[config.mk]
export PLATFORM = sky130hd
export DESIGN_NAME = cmd_reg_sequencer_flat
export DESIGN_NICKNAME = d
export VERILOG_FILES = /design/src/rtl/cmd_reg_sequencer_if.sv /design/src/rtl/cmd_reg_sequencer.sv /design/src/flat_wrapper.sv
export SDC_FILE = /design/constraint.sdc
export NUM_CORES = 1
export LEC_CHECK = 0
export ABC_AREA = 1
export BUFFER_PORTS_ARGS = -buffer_cell sky130_fd_sc_hd__buf_2
export CAP_MARGIN = 25
export CELL_PAD_IN_SITES_DETAIL_PLACEMENT = 1
export CELL_PAD_IN_SITES_GLOBAL_PLACEMENT = 2
export CORE_MARGIN = 1.5
export CORE_UTILIZATION = 27
export CTS_BUF_LIST = sky130_fd_sc_hd__clkbuf_8 sky130_fd_sc_hd__clkbuf_16
export CTS_CLUSTER_DIAMETER = 150
export DETAILED_ROUTE_END_ITERATION = 8
export GPL_TIMING_DRIVEN = 0
export PLACE_DENSITY = 0.94
export SETUP_SLACK_MARGIN = 0.5
export SYNTH_ARGS = -nofsm -noshare
export SYNTH_HDL_FRONTEND = slang
export SYNTH_SLANG_ARGS = --single-unit
[constraint.sdc]
create_clock -name clk -period 2.91 [get_ports clk]
set_clock_uncertainty 0.1 [all_clocks]
set_input_delay 0.582 -clock clk [delete_from_list [all_inputs] [get_ports clk]]
set_output_delay 0.582 -clock clk [all_outputs]
set_load 0.005 [all_outputs]
[src/rtl/cmd_reg_sequencer_if.sv]
// Bus bundle between the command sequencer and its command FIFO, register
// port and reply FIFO. The sequencer side uses the master modport.
interface cmd_reg_sequencer_if;
    logic        cmd_empty;
    logic [31:0] cmd_data;
    logic        cmd_rdreq;
    logic [1:0]  reg_enable;
    logic [6:0]  reg_addr;
    logic [31:0] reg_datain;
    logic [31:0] reg_dataout;
    logic        reply_full;
    logic        reply_wrreq;
    logic [31:0] reply_data;

    modport master (
        input  cmd_empty, cmd_data, reg_dataout, reply_full,
        output cmd_rdreq, reg_enable, reg_addr, reg_datain, reply_wrreq, reply_data
    );

    modport slave (
        output cmd_empty, cmd_data, reg_dataout, reply_full,
        input  cmd_rdreq, reg_enable, reg_addr, reg_datain, reply_wrreq, reply_data
    );
endinterface

[src/rtl/cmd_reg_sequencer.sv]
// Register command sequencer: pops read/write commands from the command FIFO,
// drives one register access per command and returns a two-word reply for
// reads. Unknown opcodes are dropped and counted (saturating at 255).
module cmd_reg_sequencer #(
    parameter logic [7:0] OP_WRITE = 8'h05,
    parameter logic [7:0] OP_READ  = 8'h06,
    parameter logic [7:0] OP_REPLY = 8'h07
) (
    input  logic                  clk,
    input  logic                  reset,
    cmd_reg_sequencer_if.master   bus,
    output logic                  busy,
    output logic [7:0]            err_count
);

    typedef enum logic [2:0] {
        IDLE,
        WAIT_DATA,
        WRITE,
        READ,
        REPLY_HDR,
        REPLY_VAL
    } state_t;

    state_t      state;
    state_t      state_next;
    logic [7:0]  rid;
    logic [6:0]  addr;
    logic [31:0] datain;
    logic [31:0] value;
    logic [7:0]  opcode;

    assign opcode         = bus.cmd_data[31:24];
    assign bus.reg_addr   = addr;
    assign bus.reg_datain = datain;

    // State register; reset abandons any partial command at once.
    always_ff @(posedge clk) begin
        if (reset) begin
            state <= IDLE;
        end else begin
            state <= state_next;
        end
    end

    // Hold registers: request id/address, write data, readback value, error count.
    always_ff @(posedge clk) begin
        if (reset) begin
            rid       <= '0;
            addr      <= '0;
            datain    <= '0;
            value     <= '0;
            err_count <= '0;
        end else begin
            case (state)
                IDLE: begin
                    if (!bus.cmd_empty) begin
                        if (opcode == OP_WRITE || opcode == OP_READ) begin
                            rid  <= bus.cmd_data[23:16];
                            addr <= bus.cmd_data[6:0];
                        end else if (err_count != 8'hFF) begin
                            err_count <= err_count + 8'd1;
                        end
                    end
                end
                WAIT_DATA: begin
                    if (!bus.cmd_empty) begin
                        datain <= bus.cmd_data;
                    end
                end
                READ: begin
                    value <= bus.reg_dataout;
                end
                default: begin
                end
            endcase
        end
    end

    // Next-state and strobe decode; everything is held low while reset is asserted.
    always_comb begin
        state_next      = state;
        bus.cmd_rdreq   = 1'b0;
        bus.reg_enable  = 2'b00;
        bus.reply_wrreq = 1'b0;
        bus.reply_data  = 32'h0;
        busy            = 1'b0;
        if (!reset) begin
            busy = (state != IDLE);
            case (state)
                IDLE: begin
                    if (!bus.cmd_empty) begin
                        bus.cmd_rdreq = 1'b1;
                        if (opcode == OP_WRITE) begin
                            state_next = WAIT_DATA;
                        end else if (opcode == OP_READ) begin
                            state_next = READ;
                        end
                    end
                end
                WAIT_DATA: begin
                    if (!bus.cmd_empty) begin
                        bus.cmd_rdreq = 1'b1;
                        state_next    = WRITE;
                    end
                end
                WRITE: begin
                    bus.reg_enable = 2'b10;
                    state_next     = IDLE;
                end
                READ: begin
                    bus.reg_enable = 2'b11;
                    state_next     = REPLY_HDR;
                end
                REPLY_HDR: begin
                    if (!bus.reply_full) begin
                        bus.reply_wrreq = 1'b1;
                        bus.reply_data  = {OP_REPLY, rid, 9'b0, addr};
                        state_next      = REPLY_VAL;
                    end
                end
                REPLY_VAL: begin
                    if (!bus.reply_full) begin
                        bus.reply_wrreq = 1'b1;
                        bus.reply_data  = value;
                        state_next      = IDLE;
                    end
                end
                default: begin
                    state_next = IDLE;
                end
            endcase
        end
    end

endmodule
[src/flat_wrapper.sv]
// flat-port wrapper written by rule: the top's interface ports become plain ports
module cmd_reg_sequencer_flat 
#(
    parameter logic [7:0] OP_WRITE = 8'h05,
    parameter logic [7:0] OP_READ  = 8'h06,
    parameter logic [7:0] OP_REPLY = 8'h07
)
  (clk, reset, busy, err_count, bus_cmd_empty, bus_cmd_data, bus_reg_dataout, bus_reply_full, bus_cmd_rdreq, bus_reg_enable, bus_reg_addr, bus_reg_datain, bus_reply_wrreq, bus_reply_data);
  cmd_reg_sequencer_if bus_i ();
  input  logic clk;
  input  logic reset;
  output logic busy;
  output logic [7:0] err_count;
  input wire logic [$bits(bus_i.cmd_empty)-1:0] bus_cmd_empty;
  input wire logic [$bits(bus_i.cmd_data)-1:0] bus_cmd_data;
  input wire logic [$bits(bus_i.reg_dataout)-1:0] bus_reg_dataout;
  input wire logic [$bits(bus_i.reply_full)-1:0] bus_reply_full;
  output wire logic [$bits(bus_i.cmd_rdreq)-1:0] bus_cmd_rdreq;
  output wire logic [$bits(bus_i.reg_enable)-1:0] bus_reg_enable;
  output wire logic [$bits(bus_i.reg_addr)-1:0] bus_reg_addr;
  output wire logic [$bits(bus_i.reg_datain)-1:0] bus_reg_datain;
  output wire logic [$bits(bus_i.reply_wrreq)-1:0] bus_reply_wrreq;
  output wire logic [$bits(bus_i.reply_data)-1:0] bus_reply_data;
  assign bus_i.cmd_empty = bus_cmd_empty;
  assign bus_i.cmd_data = bus_cmd_data;
  assign bus_i.reg_dataout = bus_reg_dataout;
  assign bus_i.reply_full = bus_reply_full;
  assign bus_cmd_rdreq = bus_i.cmd_rdreq;
  assign bus_reg_enable = bus_i.reg_enable;
  assign bus_reg_addr = bus_i.reg_addr;
  assign bus_reg_datain = bus_i.reg_datain;
  assign bus_reply_wrreq = bus_i.reply_wrreq;
  assign bus_reply_data = bus_i.reply_data;
  cmd_reg_sequencer #(.OP_WRITE(OP_WRITE), .OP_READ(OP_READ), .OP_REPLY(OP_REPLY)) u_core (.clk(clk), .reset(reset), .bus(bus_i), .busy(busy), .err_count(err_count));
endmodule
==> results.ini, run 1 <==
[power]
power_frac_comb = 0.066
p_int_uw = 1903
p_clk_frac = 0.440
power_density_nw_per_um2 = 474.6
p_leak_uw = 0.002458
p_total_uw = 2540
p_seq_frac = 0.494
power_switching_uw = 637.5
ir_worst_vdd_mv = 0.3041
p_sw_frac = 0.2509

[yosys]
synth_top_cell_by_area = dfxtp_1
synth_common_cells = nor2_1 (129), dfxtp_1 (90), o21ai_0 (83)
syn-num-nets = 624
ys_seq_area_frac = 0.4630
ys_warn_count = 0
synth_cell_types = 26
synth_most_common_cell = nor2_1
ys_ff_latch = 90
syn_area_um2 = 3891
synth.area.top_cells = dfxtp_1 (46%), nor2_1 (12%), o21ai_0 (11%), a21oi_1 (7.2%), nand3_1 (5.3%)
yosysTopAreaCellShare = 0.4630
ys_async_sr_fraction = 0
synthCells = 555
synthFlopType = dfxtp_1
syn_area_per_cell_um2 = 7.011
synth_edf_count = 0

[critical_path]
critPathCaptureType = output port
cp_data_required_time_ns = 2.23
critPathMaxFanout = 10
start_kind = flip-flop
path_class = flip-flop to output port
worst_ep_arrival_time_ns = 1.66

[clock_network]
path_clk_slew_ns = 0.07
hold_buffers = 0
root_buffer = clkbuf_16
clk_latency_ns = 0.35
cts_made_buffers = 9
cts.sinks = 90
cts_tree = done
cts-htree-levels = 3
cts_buffer_depth = 2

[timing]
fin_crit_sh = 0.8063
slew_viol_final = 0
slew_headroom = 0.6344
setup_viol = 0
worst_pin_slew_ns = 0.5483
hold_viol_final = 0
max_freq_mhz = 426.2
fin_crit_ns = 2.346
fin_tns_setup_ns = 0
rsz0062_at_grt = true

[final_layout]
syn2layout_area_growth_pct = 37.56
drive_gt1_frac = 0.3020
fin_area_um2 = 5353
antenna_cells = 0
fillers = 1840
nets = 799

[hold_path]
hold_path.class = flip-flop to flip-flop

[route]
drtIter0Drc = 123
routed_via_density = 4.668
num_vias = 4271
drt-total-wl_mm = 13.97
remaining_drc_errors = 0
dr.pass1.iters = 4
antenna_left = 0
routedWlPerCell_um = 15.27

[run]
maxCapViolations = 0

[global_route]
antenna_found_initial = 0
overflow = 0
grt_pass1_vias = 4325
grt_pass1_wl_mm = 21.92
grt_max_degree = 17
grtUsageTotal = 0.1899

[place]
dp_hpwl_mm = 10.64
gp_congestion = 0.8101
placed_area_um2 = 4872
portBuffers = 151

[floorplanning]
die_h_um = 123.1
row_count = 43
die_area_um2 = 15140
core_area_um2 = 13990
ioPinCount = 152
initial_core_util = 0.2782
die_w_um = 123.1

[status]
status = complete, no violations

-- through the flow --
step,instances,utilization,setup WS (ns),hold slack (ns)
6_report,915,0.3826,0.5638,0.3454
5_1_grt,915,0.3826,0.4728,0.3667
4_1_cts,912,0.3782,0.4998,0.3448
2_1_floorplan,555,-,0.7798,0.3402
3_5_place_dp,886,0.3483,0.1516,0.3367
3_3_place_gp,886,0.3483,0.2256,0.3286
-- flip-flops by register name (all words and copies together) (netlist names) --
name	flops
u_core.value	32
u_core.err_count	8
u_core.rid	8
u_core.bus.reg_addr	7
u_core.bus.reg_datain	32
u_core.state	3
-- cells by family (layout without fill, tap and decap cells) --
kind of cell | after synthesis | in the layout | synth area share
and+or+nand+nor | 232 | 232 | 0.2556
AOI/OAI and AO/OA | 140 | 140 | 0.1801
DFF | 90 | 90 | 0.4630
buffers and inverters | 90 | 270 | 0.09357
xor gates and xnor gates | 2 | 2 | 0.004502
adders and majority gates | 1 | 1 | 0.003215
-- routing by layer --
metal  GRT usage  vias up  routed length (µm)
met5           0        -                   0
met4     0.06897        0                 229
met3     0.05950       15                1039
met2      0.3250      116                6652
met1      0.2231     1990                6048
li1            -     2150                   -
-- power groups by stage --
stage / sequential [µW] / combinational [µW] / clock [µW]
finish: 1250 / 168 / 1120
global route: 1260 / 190 / 1200
CTS: 1250 / 168 / 1170
detailed placement: 1280 / 162 / 0
global placement: 1280 / 157 / 0
floorplan: 1280 / 67.7 / 0
-- worst max-delay path, cell delays in order (launching register included) --
cell	delay, ns
dfxtp_2	0.35
buf_6	0.12
inv_2	0.04
nor2_4	0.12
inv_2	0.06
nor2_4	0.12
inv_4	0.07
buf_6	0.15
a21oi_1	0.14
buf_2	0.14
-- area by class of cell --
type                       count  area (µm²)  share of cell area
multi-input combinational    375        1789              0.3343
buffer                        32       178.9             0.03343
tap                          180       225.2             0.04208
inverter                      58       220.2             0.04114
sequential                    90        1805              0.3373
clock inverter                 7       55.05             0.01029
clock buffer                   9       225.2             0.04208
timing repair buffer         164       853.3              0.1594
-- what timing repair did --
item / 4_1_cts / 5_1_grt
gates resized for setup: 20 / 19
setup endpoints to repair: 29 / 27
pin swaps: 4 / 5
setup buffers: 10 / 3
-- path summary, 6_finish.rpt --
path                        startpoint                   endpoint  slack, ns  cells past startpoint
max reg2reg        u_core.err_count[1]        u_core.err_count[1]       1.08                      7
max                    u_core.state[2]         bus_reply_data[20]       0.56                      9
min          u_core.bus.reg_datain[23]  u_core.bus.reg_datain[23]       0.35                      2
min reg2reg  u_core.bus.reg_datain[23]  u_core.bus.reg_datain[23]       0.35                      2
-- cells in the final DEF, fill, tap and decap left out, types with 4 or more instances in the layout --
| cell | n |
|---|---|
| buf_4 | 16 |
| nor2_4 | 6 |
| nand3_1 | 40 |
| a21oi_2 | 8 |
| buf_6 | 5 |
| o21ai_0 | 82 |
| nand4_1 | 5 |
| buf_2 | 154 |
| nor2_1 | 126 |
| nand2_1 | 43 |
| dfxtp_1 | 87 |
| inv_1 | 53 |
| clkbuf_1 | 18 |
| a21oi_1 | 48 |
| clkbuf_16 | 9 |
| inv_2 | 4 |
| nor3_1 | 4 |
Note: power is estimated with default switching activity, not from simulation.
==> run 2, diff against run 1 <==
ABC_AREA = 0   (was 1)
CORE_UTILIZATION = 23   (was 27)
PLACE_DENSITY = 0.85   (was 0.94)
clock period = 2 ns   (was 2.91 ns; I/O delays follow)
==> run 2 against run 1 <==
- the run now ends with setup timing left
- wire length increased by 5.7%
- synthesized area is 4.1% lower
- final cell count fell by 0.98%
- synthesized cell count down 12%
- cell area up 16%
- total power grew 48%
- flip-flop and latch count is the same
- global-route usage fell by 2.1 points
- largest cell class is now multi-input combinational cells
==> results.ini, run 2 <==
[status]
status = finished, violations left
violations = setup timing

[power]
p_sw_frac = 0.2238
ir_worst_vdd_mv = 0.3519
p_total_uw = 3750
p_leak_uw = 0.002529
p_clk_frac = 0.460
p_int_uw = 2911
power_switching_uw = 839.2
power_frac_comb = 0.059
p_seq_frac = 0.481
power_density_nw_per_um2 = 606.1

[critical_path]
critPathCaptureType = output port
critPathMaxFanout = 7
reg2regPathDepth = 10
cp-startpoint = u_core.state[2]
slowest_delay_ns = 0.32
path_class = flip-flop to output port
r2r-start = u_core.state[2]
cpMaxStageDelayCell = dfxtp_2
crit_chain = buf_6 > nor2b_4 > and2_4 > buf_8 > clkbuf_16 > a22oi_2 > nor2_1 > buf_2
start_kind = flip-flop
worst_ep_arrival_time_ns = 1.70
cp_data_required_time_ns = 1.50

[hold_path]
hold_path.class = primary input to flip-flop
hold_depth = 3
min_from = bus_cmd_data[10]

[floorplanning]
ioPinCount = 152
core_area_um2 = 15890
row_count = 46
die_w_um = 130.4
initial_core_util = 0.2350
die_area_um2 = 17000
die_h_um = 130.4

[yosys]
synth.area.mux_share = 0.003017
synth_top_family_by_area = simple AND/OR/NAND/NOR gates
ys_ff_latch = 90
synth-adder-area-share = 0.003352
syn-num-nets = 556
synth.area.top_cells = dfxtp_1 (48%), nand2_1 (16%), a21oi_1 (12%), clkbuf_1 (3.4%), a22oi_1 (3.0%)
syn_area_um2 = 3732
synth_common_cells = nand2_1 (163), dfxtp_1 (90), a21oi_1 (87)
synth_compound_area_frac = 0.1810
synth_edf_count = 0
synthFlopType = dfxtp_1
syn_area_per_cell_um2 = 7.664
synth_xor_area_frac = 0.007040
ys_seq_area_frac = 0.4827
ys_warn_count = 0
ys_async_sr_fraction = 0
synth_cell_types = 41
synth_top_cell_by_area = dfxtp_1
synthCells = 487
synthSimpleGateAreaFrac = 0.2752
yosysTopAreaCellShare = 0.4827
synth_most_common_cell = nand2_1

[clock_network]
cts_tree = done
cts_made_buffers = 9
path_clk_slew_ns = 0.07
cts-htree-levels = 3
root_buffer = clkbuf_16
cts_buffer_depth = 2
hold_buffers = 0
cts.sinks = 90
clk_latency_ns = 0.34

[global_route]
grt_pass1_wl_mm = 21.89
grt_pass1_vias = 4265
grtUsageTotal = 0.1690
antenna_found_initial = 0
grt_max_degree = 14
overflow = 0

[route]
antenna_left = 0
routedWlPerCell_um = 16.29
routed_via_density = 4.553
num_vias = 4125
drtIter0Drc = 118
drt-total-wl_mm = 14.76
remaining_drc_errors = 0
dr.pass1.iters = 4

[final_layout]
antenna_cells = 0
nets = 754
mostFrequentLayoutCell = nand2_1
stdcell_count = 906
final_util = 0.3895
final_cell_mix = nand2_1 (147), buf_2 (138), dfxtp_1 (84), a21oi_1 (70)
drive_gt1_frac = 0.4739
syn2layout_area_growth_pct = 65.77

[place]
gp_congestion = 0.7330
portBuffers = 151
dp_hpwl_mm = 10.89
placed_cells = 854
pre_cts_slack_ns = -0.2460

[timing]
worst_pin_slew_ns = 0.7738
setup_viol = 39
rsz0062_at_grt = true
setup_slack_ns = -0.2001
slew_headroom = 0.4841
max_freq_mhz = 454.5
slew_viol_final = 0
hold_viol_final = 0
fin_crit_sh = 1.100
fin_hold_ws_ns = 0.1946
fin_crit_ns = 2.200

[run]
maxCapViolations = 0

[run 2: cell count changes after synthesis, moves of 14 or more]
cell,delta
nand2_1,+120
nor2_1,-109
o21ai_0,-79
inv_1,-49
nand3_1,-37
a21oi_1,+31
a22oi_1,+15
and3_1,+14
[run 2: per-layer routing]
layer	GRT usage	up-vias	part of all wire	routed length, µm
li1	-	2037	-	-
met1	0.2021	1982	0.43	6311
met2	0.3046	90	0.52	7655
met3	0.03013	16	0.035	520
met4	0.05818	0	0.019	274
met5	0	-	0	0
[run 2: critical path, delay by kind of cell, from the launching register on]
| family | cells | cell delay [ns] |
|---|---|---|
| flops | 1 | 0.32 |
| compound gates | 1 | 0.06 |
| simple gates | 3 | 0.48 |
| buf+inv | 4 | 0.50 |
[run 2: final cells by class]
| type | count | area, µm² |
|---|---|---|
| clock inverters | 5 | 46.29 |
| fillers | 1930 | 9698 |
| plain buffers | 38 | 409.1 |
| clock buffers | 11 | 252.7 |
| repair buffers | 187 | 1196 |
| well taps | 216 | 270.3 |
| flip-flops and latches | 90 | 1812 |
| inverters | 4 | 17.52 |
| multi-input cells | 355 | 2183 |
[run 2: path summary, 6_finish.rpt]
kind | endpoint | slack, ns
max | bus_reply_data[23] | -0.20
min | u_core.bus.reg_datain[10] | 0.19
max reg2reg | u_core.bus.reg_datain[27] | -0.03
min reg2reg | u_core.bus.reg_datain[12] | 0.36
[run 2: timing repair]
action,in CTS,in global routing
pin swaps,16,28
gates resized for setup,62,101
cloned,3,1
endpoints found under the setup margin,124,127
setup buffers,20,12
[run 2: power groups by stage]
stage | Combinational, µW | Clock [µW] | Sequential, µW
detailed placement | 188 | 0 | 1840
global route | 241 | 1860 | 1800
CTS | 202 | 1770 | 1800
finish | 222 | 1720 | 1800
floorplan | 66.2 | 0 | 1840
global placement | 182 | 0 | 1840
[run 2: stage by stage]
stage / TNS [ns] / cell area, µm²
finish: -4.613 / 6187
global placement: -3.249 / 4935
floorplan: 0 / 3909
CTS: -4.569 / 5678
detailed placement: -4.126 / 4935
global route: -8.974 / 6187
[run 2: logic make-up (layout without fill, tap and decap cells)]
logic type,Yosys count,count (layout)
compound gates,118,118
xor+xnor,3,3
fa+ha+maj,1,1
buf+inv,42,245
flops,90,90
mux,1,1
simple gates,232,232
